File: src/rtl/gpio_pkg.sv
// Constants shared by the GPIO peripheral and its button
// input conditioning stage.
package gpio_pkg;

  localparam int GPIO_WIDTH       = 4;
  localparam int DEBOUNCE_DEFAULT = 50000;
  localparam int DEBOUNCE_SIM     = 4;

endpackage

File: src/rtl/debounce_bit.sv
// One button channel: two-flop synchroniser, stability
// counter, accepted level and registered edge pulses.
module debounce_bit #(
  parameter int   CNT_WIDTH       = 16,
  parameter int   DEBOUNCE_CYCLES = 50000,
  parameter logic IDLE_LEVEL      = 1'b0
) (
  input  logic clk_i,
  input  logic rst_i,
  input  logic button_i,
  output logic button_o,
  output logic rise_o,
  output logic fall_o
);

  localparam logic [CNT_WIDTH-1:0] LP_LAST =
    CNT_WIDTH'(DEBOUNCE_CYCLES - 1);

  logic                 r_sync1;
  logic                 r_sync2;
  logic                 r_stable;
  logic                 r_rise;
  logic                 r_fall;
  logic [CNT_WIDTH-1:0] r_cnt;

  logic w_diff;
  logic w_accept;

  assign w_diff   = r_sync2 != r_stable;
  assign w_accept = w_diff && (r_cnt == LP_LAST);

  always_ff @(posedge clk_i) begin
    if (rst_i) begin
      r_sync1  <= IDLE_LEVEL;
      r_sync2  <= IDLE_LEVEL;
      r_stable <= IDLE_LEVEL;
      r_cnt    <= '0;
      r_rise   <= 1'b0;
      r_fall   <= 1'b0;
    end else begin
      r_sync1 <= button_i;
      r_sync2 <= r_sync1;
      r_rise  <= 1'b0;
      r_fall  <= 1'b0;
      if (!w_diff) begin
        r_cnt <= '0;
      end else if (w_accept) begin
        // pulses land with the first cycle button_o shows r_sync2
        r_stable <= r_sync2;
        r_cnt    <= '0;
        r_rise   <= r_sync2;
        r_fall   <= ~r_sync2;
      end else begin
        r_cnt <= r_cnt + CNT_WIDTH'(1);
      end
    end
  end

  assign button_o = r_stable;
  assign rise_o   = r_rise;
  assign fall_o   = r_fall;

endmodule

File: src/rtl/button_debounce.sv
// Button conditioning ahead of GPIO: per-bit debounce,
// sticky rise events and a masked, registered interrupt.
module button_debounce
  import gpio_pkg::*;
#(
  parameter int               WIDTH           = GPIO_WIDTH,
  parameter int               CNT_WIDTH       = 16,
  parameter int               DEBOUNCE_CYCLES = DEBOUNCE_DEFAULT,
  parameter logic [WIDTH-1:0] IDLE_LEVEL      = '0
) (
  input  logic             clk_i,
  input  logic             rst_i,
  input  logic [WIDTH-1:0] button_i,
  output logic [WIDTH-1:0] button_o,
  output logic [WIDTH-1:0] rise_o,
  output logic [WIDTH-1:0] fall_o,
  output logic [WIDTH-1:0] event_o,
  input  logic [WIDTH-1:0] clr_i,
  input  logic [WIDTH-1:0] irq_en_i,
  output logic             irq_o
);

  logic [WIDTH-1:0] w_rise;
  logic [WIDTH-1:0] r_event;
  logic             r_irq;

  for (genvar g = 0; g < WIDTH; g++) begin : g_bit
    debounce_bit #(
      .CNT_WIDTH      (CNT_WIDTH),
      .DEBOUNCE_CYCLES(DEBOUNCE_CYCLES),
      .IDLE_LEVEL     (IDLE_LEVEL[g])
    ) u_bit (
      .clk_i   (clk_i),
      .rst_i   (rst_i),
      .button_i(button_i[g]),
      .button_o(button_o[g]),
      .rise_o  (w_rise[g]),
      .fall_o  (fall_o[g])
    );
  end

  // a rise in the same cycle as a clear keeps the flag set
  always_ff @(posedge clk_i) begin
    if (rst_i) begin
      r_event <= '0;
      r_irq   <= 1'b0;
    end else begin
      r_event <= (r_event & ~clr_i) | w_rise;
      r_irq   <= |(r_event & irq_en_i);
    end
  end

  assign rise_o  = w_rise;
  assign event_o = r_event;
  assign irq_o   = r_irq;

endmodule

File: config.mk
export PLATFORM = sky130hd
export DESIGN_NAME = button_debounce
export DESIGN_NICKNAME = d
export VERILOG_FILES = /design/src/rtl/gpio_pkg.sv /design/src/rtl/debounce_bit.sv /design/src/rtl/button_debounce.sv
export SDC_FILE = /design/constraint.sdc
export NUM_CORES = 1
export LEC_CHECK = 0
export CAP_MARGIN = 20
export CORE_UTILIZATION = 57
export DETAILED_ROUTE_END_ITERATION = 12
export GPL_TIMING_DRIVEN = 0
export PLACE_DENSITY_LB_ADDON = 0.3
export SLEW_MARGIN = 20
export SYNTH_ARGS = -nofsm -noshare
export SYNTH_HDL_FRONTEND = slang
export SYNTH_SLANG_ARGS = --single-unit
File: constraint.sdc
create_clock -name clk_i -period 2.3 [get_ports clk_i]
set_clock_uncertainty 0.15 [all_clocks]
set_input_delay 0.23 -clock clk_i [delete_from_list [all_inputs] [get_ports clk_i]]
set_output_delay 0.23 -clock clk_i [all_outputs]
set_load 0.01 [all_outputs]
After elaboration in Yosys (flattened, before gate mapping)
Cells that the tools add are included.
W data, S select, Z words.

cells by class
  add/subtract/negate cells = 4
  equal/unequal tests = 8
  bitwise operators = 16
  reductions and logical operators = 17

operators with widths
  cell                     number
  $add A16 B1 Y16 const B  4
  $eq A16 B16 Y1 const B   4
  $reduce_or A3 Y1         8
  $not A1 Y1               12
  $and A4 B4 Y4            2
  $reduce_and A2 Y1        4
  $logic_and A1 B1 Y1      4
  $ne A1 B1 Y1             4
  $not A4 Y4               1
  $or A4 B4 Y4             1
  $reduce_or A4 Y1         1

storage, ports and cells
  flip-flop bits (word level) = 89
  input port bits = 14
  output and inout port bits = 17
  word-level logic and storage cells = 71

Depth between registers and ports, before layout
Gate-level depths: netlist (run 1).

  depth in word-level cells = 4
  mapped depth = 7
  depth with buffers taken out = 5

Modules after synthesis
A second synthesis (run 1) with hierarchy kept.

unflattened totals
  cell total of the unflattened synthesis = 420
  area total of the unflattened synthesis = 3848.7 um2

modules (own cells, without submodules)
  module           instances  cells each  area each (um2)  seq. area each (um2)
  debounce_bit     4          100         917.1            420.4
  button_debounce  1          20          180.2            100.1

Least setup slack after synthesis (run 1)
OpenSTA, ideal clock, no wires.

  kind = register -> register
  start = register g_bit[0].u_bit.r_cnt[11]
  end = register g_bit[0].u_bit.r_cnt[4]
  setup time = 115 ps
  arrival = 1701 ps
  data required time = 2035 ps
  slack = 334 ps
  stages on the path, launching flop included = 7
  path buffers = 2
  clock period less this slack = 1966 ps
  cells stage by stage = dfxtp_1 or4_1 or4_1 buf_6 nand2_4 buf_8 nor2_1

on the way
  cells in the longest elaborated chain, start to end = 3

RTL lines
  element                     line                text
  from (decl)                 debounce_bit.sv:24  logic [CNT_WIDTH-1:0] r_cnt;
  from (signal assigned)      debounce_bit.sv:54  r_cnt <= r_cnt + CNT_WIDTH'(1);
  $eq A16 B16 Y1              debounce_bit.sv:30  assign w_accept = w_diff && (r_cnt == LP_LAST);
  $logic_and A1 B1 Y1         debounce_bit.sv:30
  $reduce_or A3 Y1 (no line)  -

Every way passes these cells.
A chain may end at the register's enable or synchronous reset.

Final worst setup path (run 1)
  start = register g_bit[0].u_bit.r_cnt[0]
  end = register g_bit[0].u_bit.r_cnt[3]

on the way
  cells in the longest elaborated chain, start to end = 3
  elaborated cells between the ends (all ways) = 4
  classes of those cells = add/sub: 1; eq/ne: 1; reduce/logical: 2

RTL lines
  element
  parallel branches: the longest is 3 deep, another holds $add A16 B1 Y16

Parallel ways; which one is timed is not known.

==> impl_metrics.yaml, run 1 <==
clocking:
  path_clk_slew_ps: 80
  clk_latency_ps: 350
  htree_levels: 3
  cts_num_sinks: 89
  cts_tree: "done"
  root_buffer: "clkbuf_8"
  cts_setup_buffers: 0
  cts_buffers: 9
  cts_max_path_buffers: 2
worst_setup_path:
  crit_type: "reg2reg"
  cp-start-kind: "register"
  cp_max_fo: 10
  r2r-start: "g_bit[0].u_bit.r_cnt[0]"
  worst_path_largest_cell_delay_ps: 630
  end_kind: "register"
  arrival_ps: 2260
  r2r_setup_slack_ps: 130
  critPathRequiredTime_ps: 2390
  cp_slowest_cell: "or4_1"
  reg2reg_to: "g_bit[0].u_bit.r_cnt[3]"
  crit_chain: "ha_1, nand3_1, or4_1, buf_6, nand2_4, buf_8, nor2_1"
  reg2reg_depth: 7
logic_synthesis:
  syn_inst: 406
  yosysSeqAreaShare_pct: 47.72
  ys_seq_elements: 89
  yosysTopAreaCell: "dfxtp_1"
  yosysWarningCount: 0
  synth_top_area_share_pct: 47.72
  ys_types: 36
  synth_fp_nets: 424
  synth.avg_cell_area_um2: 9.196
  synth_area_leaders: "dfxtp_1 48%, xnor2_1 11%, nor2_1 7.9%"
  synth_area_mm2: 0.003734
global_routing:
  antenna_found_initial: 0
  grt_overflow: 0
  grt_max_degree: 14
  grt_pass1_vias: 2577
  grt_pass1_wl_um: 11420
  track_usage_pct: 20.34
placed_design:
  hpwl_um: 4640
  place_inst: 512
  pre_cts_slack_ps: 59.30
  dpl_cell_area_mm2: 0.004120
  port_buffers: 29
  place_congestion: 0.8693
die:
  coreArea_mm2: 0.006350
  dieWidth_um: 82.93
  dieArea_mm2: 0.006877
  rows: 29
  die_h_um: 82.93
  start_util_pct: 58.80
  ios: 31
power_and_ir_drop:
  p_leak_nw: 1.358
  finalPower_mw: 2.622
  swShare_pct: 20.43
  p_comb_share_pct: 2.1
  ir_drop_mv: 0.3959
  p_switching_mw: 0.5358
  sequentialPowerShare_pct: 59.2
  clockPowerShare_pct: 38.6
  p_int_mw: 2.086
  powerDensity_mw_per_mm2: 606.6
sta:
  setup_tns_ps: 0
  worst_slack_ps: 128.7
  setup_viol: 0
  report.final.slew_viol_count: 0
  max_freq_mhz: 460.6
  min_period_over_period_pct: 94.40
  tightest_slew_ps: 517.1
  max_slew_margin_pct: 65.53
  rsz0062_at_grt: "no"
  finalHoldViolations: 0
  hold_slack_ps: 126.4
  period_needed_ps: 2171
routing:
  drt.antenna.violating_nets: 0
  first_pass_iters: 4
  viasPerCell: 5.369
  drc_errors: 0
  vias: 2835
  wire_per_inst_um: 12.39
  drt_iter0_markers: 89
  wl_um: 6540
layout:
  n_antenna_cell: 0
  finalCoreUtilization_pct: 68.08
  area_delta_synth_final_pct: 15.78
  design_area_mm2: 0.004323
  nets: 464
  drive_above_1_share_pct: 8.869
  fill_cells: 502
  stdcell_count: 528
min_path:
  hold_path_depth: 2
  min_to: "g_bit[3].u_bit.r_sync2"
  hold_start: "rst_i"
  min_path_type: "in2reg"
outcome:
  outcome: "completed"
job:
  cap_violations: 0
metal layers:
| layer | routed length [µm] | vias up | part of all wire (%) | GRT usage [%] |
|---|---|---|---|---|
| met5 | 0 | - | 0 | 0 |
| met4 | 129 | 0 | 2.0 | 9.248 |
| met3 | 276 | 14 | 4.2 | 4.076 |
| met2 | 2973 | 72 | 45 | 32.27 |
| met1 | 3162 | 1306 | 48 | 26.80 |
| li1 | - | 1443 | - | - |
how the worst max path moves through the flow:
stage / from / cells past startpoint / to / slack [ps]
after CTS: g_bit[3].u_bit.r_cnt[0] / 6 / g_bit[3].u_bit.r_cnt[13] / 70
after global routing: g_bit[0].u_bit.r_cnt[0] / 7 / g_bit[0].u_bit.r_cnt[3] / 5
after global placement: g_bit[3].u_bit.r_cnt[0] / 6 / g_bit[3].u_bit.r_cnt[7] / 90
final: g_bit[0].u_bit.r_cnt[0] / 7 / g_bit[0].u_bit.r_cnt[3] / 130
after detailed placement: g_bit[3].u_bit.r_cnt[0] / 6 / g_bit[3].u_bit.r_cnt[13] / 60
after floorplan: g_bit[0].u_bit.r_cnt[11] / 6 / g_bit[0].u_bit.r_cnt[4] / 330
sequential cells by signal, summed over array words and instances (netlist names):
| signal | cells |
|---|---|
| g_bit.u_bit.fall_o | 4 |
| g_bit.u_bit.button_o | 4 |
| g_bit.u_bit.r_cnt | 64 |
| g_bit.u_bit.r_sync2 | 4 |
| g_bit.u_bit.r_sync1 | 4 |
| irq_o | 1 |
| g_bit.u_bit.rise_o | 4 |
| event_o | 4 |
worst max-delay path: cells and delay by family (launching register included):
kind          cells  cell delay [ps]
fa+ha+maj         1              240
flops             1              380
buf+inv           2              300
simple gates      4             1000
cell usage after synthesis:
cell      count
nor4bb_1      4
buf_6         1
nor4b_2       1
buf_4        13
a21oi_1       7
o31ai_1       2
and3_2        1
nor2b_1       8
nand3_1      21
nor4_2        1
buf_8         1
or2_2         3
ha_1          4
nand4_2       1
nor4_1       16
clkbuf_1      5
nand4b_1      3
nand2b_1      5
mux2i_1       4
xor2_1        8
xnor2_1      49
or4_1         5
buf_1         1
dfxtp_1      89
nor3_1       18
nor4b_1       3
nand4_1      14
a211o_1       1
nor2_1       79
or4bb_1       2
inv_1        18
nand2_1      11
and3_1        3
nand2_4       1
a22oi_1       2
nor4b_4       1
power groups by stage:
stage | clock network [mW] | registers [mW] | logic (mW)
after floorplan | 0 | 1.59 | 0.0281
after global placement | 0 | 1.59 | 0.0556
after detailed placement | 0 | 1.59 | 0.0562
after CTS | 1.05 | 1.55 | 0.0566
after global routing | 1.10 | 1.56 | 0.0623
final | 1.01 | 1.55 | 0.0560
what timing repair did:
item	in CTS	in global routing
gates resized for setup	0	3
hold buffers	0	0
endpoints found under the setup margin	0	20
kinds of logic (layout without fill, tap and decap cells):
kind of cell	after synthesis	count (layout)	share of synthesized area [%]
adder cells (fa/ha/maj)	4	4	1.341
buffers and inverters	39	84	5.730
AO/OA/AOI/OAI	12	12	1.977
AND/OR/NAND/NOR	201	201	28.79
XOR/XNOR	57	57	13.37
multiplexers	4	4	1.072
flip-flops	89	89	47.72
cells in the final DEF, fill, tap and decap left out, types with 2 or more instances in the layout:
cell type	n
inv_1	18
clkbuf_1	5
or4bb_1	2
nand3_1	21
a22oi_1	2
and3_1	3
clkbuf_8	13
nor4_1	16
clkinv_2	2
dfxtp_1	89
nor4bb_1	4
xor2_1	8
nor2_1	79
nor3_1	18
nand4b_1	3
nand2_1	11
mux2i_1	4
xnor2_1	49
nand2b_1	5
buf_4	13
a21oi_1	7
or4_1	5
nor4b_1	3
nor2b_1	8
o31ai_1	2
nand4_1	14
clkdlybuf4s50_1	29
or2_2	3
ha_1	4
final cells by class:
type                       count  area (µm²)  area share [%]
inverter                      18       67.56           1.563
multi-input combinational    278        1747           40.41
clock buffer                  14       182.7           4.226
buffer                        21       147.6           3.415
timing repair buffer          29       290.3           6.715
tap                           77       96.34           2.229
sequential                    89        1782           41.22
clock inverter                 2       10.01          0.2315
No activity file was read; power rests on OpenSTA's default activity.
==> run 2: changes to the inputs <==
Settings changed: CAP_MARGIN 20 to 15.
Clock period 2.3 ns to 2.4 ns, I/O delays scaled along.
==> run 2 against run 1 <==
Effect of this change: fmax about the same; hold slack better by 12 ps; critical path depth unchanged; utilization down 0.14 points; sequential power down 4%; register-to-register slack better by 100 ps; global-route usage unchanged; non-clock buffer count unchanged; final area down 0.20%; count of clock-buffer cells in the layout unchanged; die area unchanged.
==> impl_metrics.yaml, run 2 (synthesis gave the netlist of run 1 again) <==
die:
  die_h_um: 82.93
  dieWidth_um: 82.93
  coreArea_mm2: 0.006350
  ios: 31
  rows: 29
  dieArea_mm2: 0.006877
  start_util_pct: 58.80
sta:
  period_needed_ps: 2169
  max_freq_mhz: 461.0
  setup_viol: 0
  setup_tns_ps: 0
  tightest_slew_ps: 516.6
  finalHoldViolations: 0
  min_period_over_period_pct: 90.39
  report.final.slew_viol_count: 0
  max_slew_margin_pct: 65.56
  rsz0062_at_grt: "no"
placed_design:
  place_congestion: 0.8693
  hpwl_um: 4640
  dpl_cell_area_mm2: 0.004120
  port_buffers: 29
worst_setup_path:
  r2r-start: "g_bit[0].u_bit.r_cnt[0]"
  crit_buf_inv: 2
  cp_max_fo: 10
  path_delay_family: "simple AND/OR/NAND/NOR gates"
  critPathRequiredTime_ps: 2490
  cp-startpoint: "g_bit[0].u_bit.r_cnt[0]"
  arrival_ps: 2260
  r2r_setup_slack_ps: 230
  crit_type: "reg2reg"
  endpoint: "g_bit[0].u_bit.r_cnt[3]"
  reg2reg_to: "g_bit[0].u_bit.r_cnt[3]"
  crit_chain: "ha_1, nand3_1, or4_1, buf_6, nand2_4, buf_8, nor2_1"
  end_kind: "register"
  worst_path_largest_cell_delay_ps: 630
  reg2reg_depth: 7
  cp_slowest_cell: "or4_1"
  cp-start-kind: "register"
  cp.depth: 7
layout:
  final_common_cell: "dfxtp_1"
  final_cell_mix: "89 x dfxtp_1, 79 x nor2_1, 49 x xnor2_1"
  design_area_mm2: 0.004314
  area_delta_synth_final_pct: 15.55
  largest-register: "g_bit.u_bit.r_cnt"
  nets: 464
  fill_cells: 507
  largest_reg_flops: 64
  drive_above_1_share_pct: 8.869
  n_antenna_cell: 0
routing:
  wire_per_inst_um: 12.36
  drc_errors: 0
  met3_length_um: 278
  topRoutingLayerUsed: "met4"
  vias: 2847
  drt.antenna.violating_nets: 0
  viasPerCell: 5.392
  first_pass_iters: 4
  met2WireLength_um: 2974
  wl_met1_um: 3160
  wl_um: 6525
  drt_iter0_markers: 89
power_and_ir_drop:
  ir_drop_mv: 0.3806
  powerDensity_mw_per_mm2: 582.5
  p_leak_nw: 1.358
clocking:
  cts_max_path_buffers: 2
  cts_setup_buffers: 0
  htree_levels: 3
  cts_num_sinks: 89
  cts_tree: "done"
  root_buffer: "clkbuf_8"
  cts_buffers: 9
  path_clk_slew_ps: 80
  holdBufCountCts: 0
  clk_latency_ps: 350
global_routing:
  grt_overflow: 0
  track_usage_pct: 20.34
  grt_pass1_wl_um: 11420
  grt_max_degree: 14
  antenna_found_initial: 0
  grt_pass1_vias: 2577
min_path:
  min_path_type: "in2reg"
job:
  cap_violations: 0
outcome:
  outcome: "completed"
==> run 2: area by class of cell <==
type / instances / area, µm² / area share, %
flip-flops and latches: 89 / 1782 / 41.30
clock buffers: 14 / 182.7 / 4.234
well taps: 77 / 96.34 / 2.233
clock inverters: 2 / 10.01 / 0.2320
inverters: 18 / 67.56 / 1.566
plain buffers: 21 / 147.6 / 3.422
repair buffers: 29 / 290.3 / 6.729
multi-input cells: 278 / 1738 / 40.28
==> run 2: per-layer routing <==
| metal | vias up | GRT usage [%] |
|---|---|---|
| met5 | - | 0 |
| met4 | 0 | 9.248 |
| met3 | 12 | 4.076 |
| met2 | 74 | 32.27 |
| met1 | 1315 | 26.80 |
| li1 | 1446 | - |
==> run 2: timing repair <==
action                                  4_1_cts  5_1_grt
endpoints found under the setup margin        0       10
resized for setup                             0        2
endpoints found under the hold margin         0        0
==> run 2: worst min path at each step <==
| stage | slack, ps | startpoint | to | cells past startpoint |
|---|---|---|---|---|
| floorplan | 220 | button_i[0] | g_bit[0].u_bit.r_sync1 | 1 |
| global placement | 270 | g_bit[1].u_bit.r_sync1 | g_bit[1].u_bit.r_sync2 | 1 |
| detailed placement | 270 | g_bit[2].u_bit.r_sync1 | g_bit[2].u_bit.r_sync2 | 1 |
| CTS | 140 | rst_i | g_bit[3].u_bit.r_sync1 | 2 |
| global route | 180 | rst_i | g_bit[3].u_bit.r_sync1 | 2 |
| finish | 140 | rst_i | g_bit[3].u_bit.r_sync2 | 2 |
==> run 2: per-stage QoR <==
step,instances,hold WS [ps],util (%),power (mW),setup slack (ps)
5_1_grt,528,178.9,67.94,2.605,79.56
3_5_place_dp,512,270.4,64.89,1.578,159.3
3_3_place_gp,512,270.5,64.89,1.577,187.7
4_1_cts,528,139.5,67.92,2.547,165.1
2_1_floorplan,406,218.2,-,1.549,434.3
6_report,528,137.9,67.94,2.513,230.7
==> run 2: report_power, final <==
part | total (mW) | internal, mW | switching (mW) | leakage [nW]
sequential | 1.49 | 1.48 | 0.00546 | 0.719
clock | 0.971 | 0.487 | 0.483 | 0.102
combinational | 0.0536 | 0.0288 | 0.0248 | 0.537
==> run 3: changes to the inputs <==
Settings changed: CTS_CLUSTER_SIZE set to 24.
==> results of run 3 <==
Same layout as run 2: the final DEF is identical, and so are final timing and power.
